## src/rtl/slot_capture_bank.sv

```systemverilog
// rtl/slot_capture_bank.sv - parametrised slot bank with auto-capture pointer, valid flags and registered read
module slot_capture_bank #(
  parameter  int WIDTH = 11,
  parameter  int DEPTH = 64,
  localparam int IDX_W = $clog2(DEPTH)
) (
  input  logic                   clk,
  input  logic                   rst,
  input  logic                   wr_valid,
  input  logic                   wr_auto,
  input  logic [IDX_W-1:0]       wr_idx,
  input  logic [WIDTH-1:0]       wr_data,
  input  logic                   clear,
  input  logic [IDX_W-1:0]       rd_idx,
  output logic [WIDTH-1:0]       rd_data,
  output logic [WIDTH*DEPTH-1:0] slots_flat,
  output logic [DEPTH-1:0]       slot_valid,
  output logic [IDX_W-1:0]       wr_ptr,
  output logic                   frame_done
);

  // One extra bit so the range checks also work when DEPTH is a power of two.
  localparam logic [IDX_W:0]   DEPTH_EXT = (IDX_W+1)'(DEPTH);
  localparam logic [IDX_W-1:0] LAST_IDX  = IDX_W'(DEPTH - 1);

  logic [WIDTH-1:0] mem [DEPTH];
  logic [IDX_W-1:0] target;
  logic             target_ok;
  logic             wr_en;
  logic             auto_en;
  logic             rd_ok;

  always_comb begin
    target    = wr_auto ? wr_ptr : wr_idx;
    target_ok = ({1'b0, target} < DEPTH_EXT);
    wr_en     = wr_valid && !clear && target_ok;
    auto_en   = wr_valid && !clear && wr_auto;
    rd_ok     = ({1'b0, rd_idx} < DEPTH_EXT);
  end

  always_comb begin
    slots_flat = '0;
    for (int i = 0; i < DEPTH; i++) begin
      slots_flat[i*WIDTH +: WIDTH] = mem[i];
    end
  end

  // Read samples mem before this edge's write lands, giving read-before-write.
  always_ff @(posedge clk) begin
    if (rst) begin
      for (int i = 0; i < DEPTH; i++) begin
        mem[i] <= '0;
      end
      slot_valid <= '0;
      wr_ptr     <= '0;
      rd_data    <= '0;
      frame_done <= 1'b0;
    end else begin
      rd_data <= rd_ok ? mem[rd_idx] : '0;
      if (clear) begin
        slot_valid <= '0;
        wr_ptr     <= '0;
        frame_done <= 1'b0;
      end else begin
        if (wr_en) begin
          mem[target]        <= wr_data;
          slot_valid[target] <= 1'b1;
        end
        if (auto_en) begin
          wr_ptr <= (wr_ptr == LAST_IDX) ? '0 : wr_ptr + IDX_W'(1);
        end
        frame_done <= auto_en && (wr_ptr == LAST_IDX);
      end
    end
  end

endmodule

```

## config.mk

```make
export PLATFORM = sky130hd
export DESIGN_NAME = slot_capture_bank
export DESIGN_NICKNAME = d
export VERILOG_FILES = /design/src/rtl/slot_capture_bank.sv
export SDC_FILE = /design/constraint.sdc
export NUM_CORES = 1
export LEC_CHECK = 0
export ABC_AREA = 0
export CAP_MARGIN = 20
export CORE_AREA = 2 2 319 321
export DETAILED_ROUTE_END_ITERATION = 12
export DIE_AREA = 0 0 321 323
export DONT_BUFFER_PORTS = 1
export PLACE_DENSITY = 0.59
export SYNTH_ARGS = -nofsm -noshare
export SYNTH_HDL_FRONTEND = slang
export SYNTH_SLANG_ARGS = --single-unit
```

## constraint.sdc

```tcl
create_clock -name clk -period 2.9 [get_ports clk]
set_input_delay 0.58 -clock clk [delete_from_list [all_inputs] [get_ports clk]]
set_output_delay 0.58 -clock clk [all_outputs]
set_load 0.02 [all_outputs]
```

; After elaboration in Yosys (flattened, before gate mapping)
; Memory sizes are Yosys's and may differ from the RTL's. A register that Yosys moved wholly into a read port is not among the register bits.
; Index checks and enable logic that the tools add are counted.
; W data, S select, Z words.
[totals]
n_memories = 1
mem_bits_rw = 704
regBits = 71
wordCells = 29
[classes]
reduce_logical = 7
n_lt_le_gt_ge = 2
add_sub_neg = 1
bitwise_logic = 1
muxes = 13
n_eq_ne = 1
[memory_table]
columns = name, depth, width, read_ports, rd_ports_with_merged_regs, write_ports, line
row1 = mem, 64, 11, 65, 1, 64, 26  ; logic [WIDTH-1:0] mem [DEPTH];
[ops]
columns = cell, n
row1 = $or A64 B64 Y64, 1
row2 = $mux W6, 3
row3 = $mux W11, 1
row4 = $reduce_or A11 Y1, 1
row5 = $mux W1, 8
row6 = $lt A6 B7 Y1 const B, 1
row7 = $add A6 B1 Y6 const B, 1
row8 = $demux W1 S6, 1
row9 = $eq A6 B6 Y1 const B, 1
row10 = $ge A6 B1 Y1 const B, 1
row11 = $logic_and A1 B1 Y1, 4
row12 = $reduce_or A2 Y1, 1
row13 = $logic_not A1 Y1, 1

; Logic depth before layout (Yosys ltp)
; Gate-level depths: netlist of run 1.
[depth]
depth_word = 8
ltp_mapped = 10
mapped_depth_nobuf = 6

; Worst setup path after synthesis of run 1
; No wires, ideal clock.
[synth_timing]
path_kind = input to register
start = input port rd_idx[0]
end = register rd_data[3] (read register of mem)
required_time_ns = 2.777
stages = 7
setup_ns = 0.123
t_arrival_ns = 2.200
setup_slack_ns = 0.577
cell_sequence = buf_6 > buf_6 > buf_2 > mux4_2 > mux2_2 > o211ai_1 > o22ai_1
[synth_rtl]
columns = item, line
row1 = start: declaration, 14  ; input logic [IDX_W-1:0] rd_idx,
row2 = end: declaration, 15  ; output logic [WIDTH-1:0] rd_data,

==> results of run 1 <==
==> cell type report <==
class,count,area (sq um)
antenna,2,5.005
tap,1309,1638
fill,9159,60840
timing repair buffer,131,1033
clock buffer,123,2425
multi-input combinational,1391,11560
clock inverter,40,409.1
inverter,6,22.52
sequential,786,22780
==> flip-flops by register name, summed over array words and instances (netlist names) <==
signal      flops
wr_ptr          6
mem           704
rd_data        11
slot_valid     64
frame_done      1
==> power breakdown <==
part           switching, uW  internal, uW  total, uW  leakage [uW]
Combinational            764           569       1330       0.00507
Clock                   4670          6540      11200       0.00138
Sequential               960         12700      13700       0.00786
==> worst max-delay path by stage <==
stage,depth (start not counted),start,end,slack [ns]
global route,6,wr_ptr[3],mem[56][1],0.29
CTS,6,wr_ptr[3],mem[43][10],0.34
floorplan,7,rd_idx[0],rd_data[3],0.58
global placement,6,rd_idx[0],rd_data[10],-0.15
detailed placement,6,wr_auto,mem[43][10],0.07
finish,7,wr_ptr[2],mem[55][10],0.46
==> synthesized netlist by cell type, types with 5 or more instances <==
cell type                  instances
sky130_fd_sc_hd__dfxtp_1          82
sky130_fd_sc_hd__mux2_2           11
sky130_fd_sc_hd__inv_1             6
sky130_fd_sc_hd__a22o_1            6
sky130_fd_sc_hd__nor2b_1          12
sky130_fd_sc_hd__o221ai_1          6
sky130_fd_sc_hd__o21a_1           65
sky130_fd_sc_hd__or2_2            68
sky130_fd_sc_hd__buf_2            24
sky130_fd_sc_hd__nor3_1           47
sky130_fd_sc_hd__mux4_2          178
sky130_fd_sc_hd__edfxtp_1        704
sky130_fd_sc_hd__mux2i_1          36
sky130_fd_sc_hd__nor2_1          108
sky130_fd_sc_hd__a211oi_1          5
sky130_fd_sc_hd__o21ai_1           5
sky130_fd_sc_hd__buf_4            11
sky130_fd_sc_hd__o211ai_1          6
sky130_fd_sc_hd__nand2_1          34
sky130_fd_sc_hd__a21oi_1          10
sky130_fd_sc_hd__buf_6             6
sky130_fd_sc_hd__buf_1            18
sky130_fd_sc_hd__and2_1          705
sky130_fd_sc_hd__a211o_1           5
sky130_fd_sc_hd__nand2b_1         11
sky130_fd_sc_hd__o22ai_1          24
sky130_fd_sc_hd__clkbuf_1        174
sky130_fd_sc_hd__o21ai_0          14
==> kinds of logic after synthesis <==
kind of cell             Yosys count  share of synthesized area [%]
AO/OA/AOI/OAI                    162                          3.267
XOR/XNOR                           5                         0.1239
adder cells (fa/ha/maj)            1                        0.03539
buffers and inverters            241                          2.923
flip-flops                       786                          64.44
multiplexers                     225                          12.71
AND/OR/NAND/NOR                  998                          16.50
==> metrics by stage <==
stage / worst slack (ns) / instances / hold slack (ns) / total power, uW
floorplan: 0.5773 / 2418 / 0.5930 / 14640
finish: 0.4631 / 3788 / 0.1114 / 26230
global route: 0.2850 / 3786 / 0.06549 / 26820
global placement: -0.1550 / 3617 / 0.5480 / 15250
CTS: 0.3445 / 3784 / 0.02671 / 26340
detailed placement: 0.06938 / 3621 / 0.6101 / 15260
==> metal layers <==
| layer | routed length [microns] | share of wire, % | up-vias | GRT usage, % |
|---|---|---|---|---|
| met5 | 0 | 0 | - | 0 |
| met4 | 6004 | 4.1 | 0 | 10.33 |
| met3 | 16410 | 11 | 273 | 9.786 |
| met2 | 71650 | 49 | 1446 | 46.24 |
| met1 | 51590 | 35 | 11370 | 31.70 |
| li1 | - | - | 8746 | - |
==> worst max-delay path, stage by stage (launching register included) <==
cell and delay, ns:
sky130_fd_sc_hd__dfxtp_1 0.40, sky130_fd_sc_hd__nand3_1 0.09, sky130_fd_sc_hd__o21ai_0 0.15, sky130_fd_sc_hd__nand2_2 0.30
sky130_fd_sc_hd__buf_4 0.28, sky130_fd_sc_hd__nor3_1 0.63, sky130_fd_sc_hd__buf_4 0.30, sky130_fd_sc_hd__and2_1 0.14
==> results.toml, run 1 <==
[sta]
totalNegativeSetupSlack_ns = 0
worstMarginPinSlew_ns = 1.013
drv_slew = 0
final.period_utilization_pct = 84.03
setup_viol = 0
clock_skew_ns = 0.03049
grt_setup_unrepaired = "no"
number_of_hold_violations_in_the_final_report = 0
fmaxAchievable_mhz = 410.4
final.min_clock_period_ns = 2.437
timing.slew.headroom_pct = 32.23

[worst_setup_path]
startpoint_type = "flip-flop"
criticalPathCategory = "flip-flop to flip-flop"
critical_path_arrival_ns = 2.97
worstPathRequired_ns = 3.43
setup.worst_path.end_class = "flip-flop"
worstReg2RegStart = "wr_ptr[2]"
worst-r2r-setup-slack_ns = 0.46
reg2reg_depth = 7
critical_path.max_fanout = 11
regToRegEndpoint = "mem[55][10]"

[drt]
drt-vias-per-instance = 5.765
route.detailed.wl_per_inst_microns = 38.45
routed_wirelength_mm = 145.6
vias = 21840
detail_route_antenna_nets = 0
drtPass1Iterations = 6
drc = 0
detailedRoute.firstIterationViolations = 2431

[cells_and_area]
layout_commonest_cell = "sky130_fd_sc_hd__and2_1"
final_util_pct = 39.59
final_cell_mix = "sky130_fd_sc_hd__and2_1, sky130_fd_sc_hd__edfxtp_1, sky130_fd_sc_hd__mux4_2, sky130_fd_sc_hd__buf_4, sky130_fd_sc_hd__nor2_1"
final_net_count = 2432
layout.cell_area.non_filler_sq_um = 39880
syn2layout_area_growth_pct = 12.81
share_of_post_route_cells_with_drive_strength_above_1_pct = 20.99

[clocking]
cts-root-to-sink-buffers = 3
clock-root-buffer = "sky130_fd_sc_hd__clkbuf_16"
cts_made_buffers = 87
clock_input_transition_at_the_sequential_cells_of_the_worst_setup_and_hold_paths_ns = 0.07
htreeDepth = 3
clkLatencyLatePin_ns = 0.67
cts_hold_repair.buffers = 0
cts_repair_resize_count = 0
clock_sinks = 786
post_cts_buffers = 0
tritoncts_clock_tree = "built"

[floorplan]
fp.coreArea_sq_um = 100700
die_height_microns = 323
die_area_sq_um = 103700
die_w_microns = 321
top_level_ports = 814
std_cell_rows = 117
floorplan.initialDensity_pct = 35.10

[synthesis]
synth_top_area_share_pct = 59.80
synthArstFlopShare_pct = 0
postSynthCellCount = 2418
synth_top_cell_by_area = "sky130_fd_sc_hd__edfxtp_1"
edff_count_synth = 704
yosys.cell_types.count = 48
synthesis.yosys.warnings = 0
synth.top_cells.by_area = "sky130_fd_sc_hd__edfxtp_1, sky130_fd_sc_hd__and2_1, sky130_fd_sc_hd__mux4_2, sky130_fd_sc_hd__dfxtp_1, sky130_fd_sc_hd__clkbuf_1"
seq_area_frac_synth_pct = 64.44
synth.ff_latch_count = 786
postSynthNetCount = 2447
syn_avg_cell_area_sq_um = 14.62
syn_area_sq_um = 35350
synth_top_flop_cell = "sky130_fd_sc_hd__edfxtp_1"

[grt]
first_pass_grt_wire_length_mm = 193.4
antenna_violations_before_repair = 7
number_of_global_route_vias_before_repair = 21480
gr-total-overflow = 0
grt_start_max_net_pins = 175
grt_total_usage_pct = 27.29

[placed_design]
dp.final_hpwl_mm = 104.6
port_buffers = 0
gp_congestion = 0.9084
placed_cell_area_sq_um = 37030

[power_and_ir_drop]
power_leakage_uw = 0.01431
power_density_nw_per_um2 = 657.7
power.ir.vdd_worst_mv = 0.4980

[hold_path]
worstHoldPathType = "input port to flip-flop"
hold-path-cell-count = 2
worst_hold_path.endpoint = "wr_ptr[1]"
worst_hold_path_startpoint = "wr_auto"

[status]
status = "completed"

[flow_run]
drv_cap = 0
Note: power is estimated with default switching activity, not from simulation.
==> run 2, diff against run 1 <==
--- a/config.mk
+++ b/config.mk
@@ -11,7 +11,7 @@
 export DETAILED_ROUTE_END_ITERATION = 12
 export DIE_AREA = 0 0 321 323
 export DONT_BUFFER_PORTS = 1
-export PLACE_DENSITY = 0.59
+export PLACE_DENSITY = 0.61
 export SYNTH_ARGS = -nofsm -noshare
 export SYNTH_HDL_FRONTEND = slang
 export SYNTH_SLANG_ARGS = --single-unit
==> constraint.sdc (replaced) <==
create_clock -name clk -period 2.17 [get_ports clk]
set_input_delay 0.434 -clock clk [delete_from_list [all_inputs] [get_ports clk]]
set_output_delay 0.434 -clock clk [all_outputs]
set_load 0.02 [all_outputs]
==> run 2 against run 1 <==
Effect of this change:
- the run now ends with negative setup slack left
- clock power increased by 38%
- combinational power increased to 3.0 times the previous value
- final cell count rose by 23%
- sequential share of layout area decreased by 9.3 points
- routed wire length is 11% higher
- design area grew 19%
- fmax rose by 10%
- non-clock buffer count rose by 861
- critical endpoint is now rd_data[1]
- largest cell class unchanged
- largest power group unchanged
==> results.toml, run 2 (synthesis gave the netlist of run 1 again) <==
[floorplan]
floorplan.initialDensity_pct = 35.10
fp.coreArea_sq_um = 100700
top_level_ports = 814
die_w_microns = 321
std_cell_rows = 117
die_height_microns = 323
die_area_sq_um = 103700

[clocking]
cts-root-to-sink-buffers = 3
cts_made_buffers = 87
htreeDepth = 3
tritoncts_clock_tree = "built"
clock_input_transition_at_the_sequential_cells_of_the_worst_setup_and_hold_paths_ns = 0.06
clock-root-buffer = "sky130_fd_sc_hd__clkbuf_16"
clock_sinks = 786
clkLatencyLatePin_ns = 0.67

[power_and_ir_drop]
power_density_nw_per_um2 = 777.1
totalPowerFinal_uw = 37030
power.ir.vdd_worst_mv = 0.6433
power_leakage_uw = 0.01901

[status]
violations = "negative setup slack"
status = "finished, violations left"

[grt]
first_pass_grt_wire_length_mm = 215.3
antenna_violations_before_repair = 21
number_of_global_route_vias_before_repair = 25730
grt_start_max_net_pins = 175
gr-total-overflow = 0
grt_total_usage_pct = 30.12

[drt]
vias = 26290
drc = 0
detailedRoute.firstIterationViolations = 3383
drt-vias-per-instance = 5.639
detail_route_antenna_nets = 0
route.detailed.wl_per_inst_microns = 34.58
drtPass1Iterations = 6
routed_wirelength_mm = 161.2

[sta]
worstMarginPinSlew_ns = 1.208
final.period_utilization_pct = 101.8
final.min_clock_period_ns = 2.210
totalNegativeSetupSlack_ns = -0.04002
grt_setup_unrepaired = "yes"
drv_slew = 0
postLayoutSetupSlackWorst_ns = -0.04002
timing.slew.headroom_pct = 19.20
number_of_hold_violations_in_the_final_report = 0
fmaxAchievable_mhz = 452.5
setup_viol = 1
clock_skew_ns = 0.02712

[worst_setup_path]
reg2reg_depth = 5
criticalPathCategory = "flip-flop to flip-flop"
startpoint_type = "flip-flop"
worst-r2r-setup-slack_ns = -0.04
worstPathRequired_ns = 2.70
critical_path_arrival_ns = 2.74
cp-endpoint = "rd_data[1]"
setup.worst_path.end_class = "flip-flop"
regToRegEndpoint = "rd_data[1]"
critical_path.startpoint = "mem[14][1]"
critical_path.max_fanout = 2
worstReg2RegStart = "mem[14][1]"

[cells_and_area]
syn2layout_area_growth_pct = 34.80
final_cell_mix = "sky130_fd_sc_hd__buf_4, sky130_fd_sc_hd__and2_1, sky130_fd_sc_hd__edfxtp_1, sky130_fd_sc_hd__mux4_2, sky130_fd_sc_hd__clkbuf_16"
n_fill_cell = 8747
layout.cell_area.non_filler_sq_um = 47650
multi_input_logic_area_sq_um = 11980
footprint_of_the_flip_flops_and_latches_sq_um = 22780
registers.top_by_ff_count = "mem"
top_regs = "mem: 704 flops, slot_valid: 64 flops, rd_data: 11 flops"
largest_reg_flops = 704
share_of_post_route_cells_with_drive_strength_above_1_pct = 43.04
final_net_count = 3298
layout_commonest_cell = "sky130_fd_sc_hd__buf_4"

[hold_path]
hold-path-cell-count = 2
worstHoldPathType = "input port to flip-flop"

[placed_design]
gp_congestion = 0.9405
placed_cell_area_sq_um = 43590
place_worst_setup_slack_ns = -0.5586
dp.final_hpwl_mm = 111.1
port_buffers = 0

[flow_run]
drv_cap = 0
==> run 2: cell types whose count changed in the layout (fill, tap and decap cells not counted), moves of 24 or more <==
cell,change
sky130_fd_sc_hd__buf_12,+39
sky130_fd_sc_hd__buf_4,+791
sky130_fd_sc_hd__nor3_1,-27
sky130_fd_sc_hd__or2_2,-24
sky130_fd_sc_hd__or2_4,+29
==> run 2: routing by layer <==
metal	global-route usage, %	vias up	wire length [microns]
met5	0	-	68
met4	14.13	10	8554
met3	8.064	359	16800
met2	49.97	1806	77670
met1	36.63	13610	58130
li1	-	10510	-
==> run 2: metrics by stage <==
step                      std cells  utilization (%)  hold WS, ns
after global routing           4650            47.28      0.02409
final                          4662            47.31      0.04808
after floorplan                2418                -       0.5917
after detailed placement       4438            43.28       0.5655
after CTS                      4642            47.07      0.02160
after global placement         4434            43.26       0.5209
==> run 2: power by group <==
part / leakage, uW / switching, uW / internal [uW]
combinational: 0.00972 / 2370 / 1660
sequential: 0.00786 / 541 / 17000
clock: 0.00144 / 6290 / 9180
total: 0.0190 / 9200 / 27800
==> run 2: worst min-delay path by stage <==
stage | from | slack, ns | to
global placement | wr_ptr[1] | 0.52 | wr_ptr[1]
floorplan | wr_valid | 0.59 | wr_ptr[1]
detailed placement | wr_ptr[1] | 0.57 | wr_ptr[1]
global route | rd_idx[4] | 0.02 | rd_data[8]
finish | rd_idx[4] | 0.05 | rd_data[8]
CTS | clear | 0.02 | slot_valid[20]
==> run 2: area by class of cell <==
cell class	instances	area share (%)
Sequential cell	786	47.81
Antenna cell	12	0.06302
Clock buffer	120	5.199
Tap cell	1309	3.437
Inverter	6	0.04726
Multi-Input combinational cell	1396	25.14
Timing Repair Buffer	992	17.29
Clock inverter	41	1.013
==> run 2: what timing repair did <==
item | in CTS | in global routing
pin swaps | 5 | 2
setup buffers | 6 | 3
cloned | 2 | 5
endpoints found under the hold margin | 579 | 0
hold buffers | 35 | 0
endpoints found under the setup margin | 617 | 557
gates resized for setup | 54 | 54
==> run 2: critical path: stages (launching register included) <==
cell	delay (ns)
sky130_fd_sc_hd__edfxtp_1	0.41
sky130_fd_sc_hd__mux4_2	0.57
sky130_fd_sc_hd__o221ai_1	0.48
sky130_fd_sc_hd__a21oi_1	0.19
sky130_fd_sc_hd__buf_4	0.18
sky130_fd_sc_hd__a22o_1	0.25
==> run 3, diff against run 2 <==
--- a/config.mk
+++ b/config.mk
@@ -12,6 +12,7 @@
 export DIE_AREA = 0 0 321 323
 export DONT_BUFFER_PORTS = 1
 export PLACE_DENSITY = 0.61
+export REMOVE_ABC_BUFFERS = 1
 export SYNTH_ARGS = -nofsm -noshare
 export SYNTH_HDL_FRONTEND = slang
 export SYNTH_SLANG_ARGS = --single-unit
==> run 3 against run 2 <==
Effect of this change:
- the run ends with negative hold slack, negative setup slack left
- utilization down 0.47 points
- non-clock buffer count down 2
- critical path depth down 1
- combinational power about the same
- clock skew down 0.0054 ns
- sequential power about the same
- clock power down 3%
- register-to-register slack worse by 0.03 ns
==> results.toml, run 3 (synthesis gave the netlist of run 1 again) <==
[clocking]
cts-root-to-sink-buffers = 3
htreeDepth = 3
cts_hold_repair.buffers = 23
clkLatencyLatePin_ns = 0.68
clock-root-buffer = "sky130_fd_sc_hd__clkbuf_16"
clock_sinks = 786
tritoncts_clock_tree = "built"
cts_made_buffers = 88
clock_input_transition_at_the_sequential_cells_of_the_worst_setup_and_hold_paths_ns = 0.07

[cells_and_area]
largest_reg_flops = 704
share_of_post_route_cells_with_drive_strength_above_1_pct = 42.21
layout_commonest_cell = "sky130_fd_sc_hd__buf_4"
final-instance-count-excl-fill = 4654
final_net_count = 3293
registers.top_by_ff_count = "mem"
syn2layout_area_growth_pct = 33.46
final_cell_mix = "sky130_fd_sc_hd__buf_4, sky130_fd_sc_hd__and2_1, sky130_fd_sc_hd__edfxtp_1, sky130_fd_sc_hd__mux4_2, sky130_fd_sc_hd__nor2_1"
n_fill_cell = 8832
top_regs = "mem: 704 flops, slot_valid: 64 flops, rd_data: 11 flops"

[drt]
drtPass1Iterations = 7
drt-vias-per-instance = 5.558
drc = 0
routed_wirelength_mm = 157.3
route.detailed.wl_per_inst_microns = 33.79
vias = 25870
detail_route_antenna_nets = 0
detailedRoute.firstIterationViolations = 2785

[worst_setup_path]
critical_path.cell_chain = "mux4_2, mux4_2, nand2b_4, a31o_4"
critical_path.max_stage_delay_ns = 0.64
critical_path.slowest_cell = "sky130_fd_sc_hd__mux4_2"
startpoint_type = "flip-flop"
crit_buf_inv = 0
worst-r2r-setup-slack_ns = -0.07
cp.depth = 4
timing.critical_path.max_delay_family = "multiplexers"
setup.worst_path.end_class = "flip-flop"
criticalPathCategory = "flip-flop to flip-flop"
cp_common_cell = "sky130_fd_sc_hd__mux4_2"
critical_path_arrival_ns = 2.79
worstPathRequired_ns = 2.72
reg2reg_depth = 4
critical_path.max_fanout = 2

[sta]
grt_setup_unrepaired = "yes"
timing.slew.headroom_pct = 43.31
setup_viol = 3
fmaxAchievable_mhz = 447.2
final.min_clock_period_ns = 2.236
clock_skew_ns = 0.02172
worstMarginPinSlew_ns = 0.8475
worst_case_hold_slack_ns = -0.01257
postLayoutSetupSlackWorst_ns = -0.06610
final.period_utilization_pct = 103.0
drv_slew = 0
number_of_hold_violations_in_the_final_report = 2

[power_and_ir_drop]
power.ir.vdd_worst_mv = 0.5994
power_leakage_uw = 0.01887
power_density_nw_per_um2 = 774.2

[floorplan]
floorplan.initialDensity_pct = 35.10
die_area_sq_um = 103700
die_w_microns = 321
top_level_ports = 814
fp.coreArea_sq_um = 100700
std_cell_rows = 117
die_height_microns = 323

[placed_design]
placed_cells = 4450
port_buffers = 0
gp_congestion = 0.9285
place_worst_setup_slack_ns = -0.5041
dp.final_hpwl_mm = 111.6

[flow_run]
drv_cap = 0

[status]
status = "finished, violations left"
violations = "negative hold slack, negative setup slack"

[grt]
grt_start_max_net_pins = 175
antenna_violations_before_repair = 15
grt_total_usage_pct = 29.53
gr-total-overflow = 0
first_pass_grt_wire_length_mm = 211.3
number_of_global_route_vias_before_repair = 25490

[hold_path]
worstHoldPathType = "input port to flip-flop"
hold-path-cell-count = 2
==> run 3: cell count changes in the layout (fill, tap and decap cells not counted), sizes merged, moves of 2 or more <==
cell	delta
buf	+6
bufinv	-4
clkinv	+7
clkinvlp	-2
diode	-5
dlygate4sd3	-8
or2	-4
==> run 3: metrics by stage <==
| step | hold slack (ns) | utilization (%) | area [sq um] | TNS (ns) | total power, uW |
|---|---|---|---|---|---|
| finish | -0.01257 | 46.84 | 47180 | -0.1460 | 36520 |
| global route | -0.04470 | 46.83 | 47170 | -0.08334 | 37360 |
| CTS | -0.07713 | 46.72 | 47050 | -0.09116 | 36650 |
| detailed placement | 0.6101 | 43.27 | 43580 | -107.30 | 21360 |
| global placement | 0.6088 | 43.27 | 43580 | -126.43 | 21320 |
| floorplan | 0.5915 | - | 34340 | -37.97 | 19230 |
==> run 3: what timing repair did <==
item / CTS / global route
pin swaps: 2 / 1
hold endpoints to repair: 706 / 7
setup endpoints to repair: 258 / 329
gates cloned: 1 / 0
gates resized for setup: 32 / 27
buffers inserted: 6 / 3
==> run 3: path summary, 6_finish.rpt <==
kind / startpoint / endpoint
min reg2reg: slot_valid[45] / slot_valid[45]
min: rd_idx[4] / rd_data[7]
max reg2reg: mem[24][4] / rd_data[4]
max: mem[24][4] / rd_data[4]
==> run 3: cell type report <==
| cell class | instances | area, sq um | share of cell area [%] |
|---|---|---|---|
| antenna | 7 | 17.52 | 0.03713 |
| clock buffer | 121 | 2429 | 5.147 |
| clock inverter | 43 | 430.4 | 0.9123 |
| inverter | 6 | 22.52 | 0.04774 |
| multi-input combinational | 1392 | 11780 | 24.97 |
| sequential | 786 | 22780 | 48.29 |
| tap | 1309 | 1638 | 3.471 |
| timing repair buffer | 990 | 8078 | 17.12 |
==> run 3: per-layer routing <==
layer  up-vias  GRT usage (%)  wire length [microns]
met1     13350          35.88                  58010
met3       295          7.795                  15150
met4         6          12.65                   7349
li1      10490              -                      -
met5         -              0                     37
met2      1726          49.67                  76740
==> run 3: power by group <==
group          internal [uW]  total [uW]  switching [uW]
sequential             17000       17500             520
combinational           1620        4010            2400
clock                   8590       15000            6410
total                  27200       36500            9330
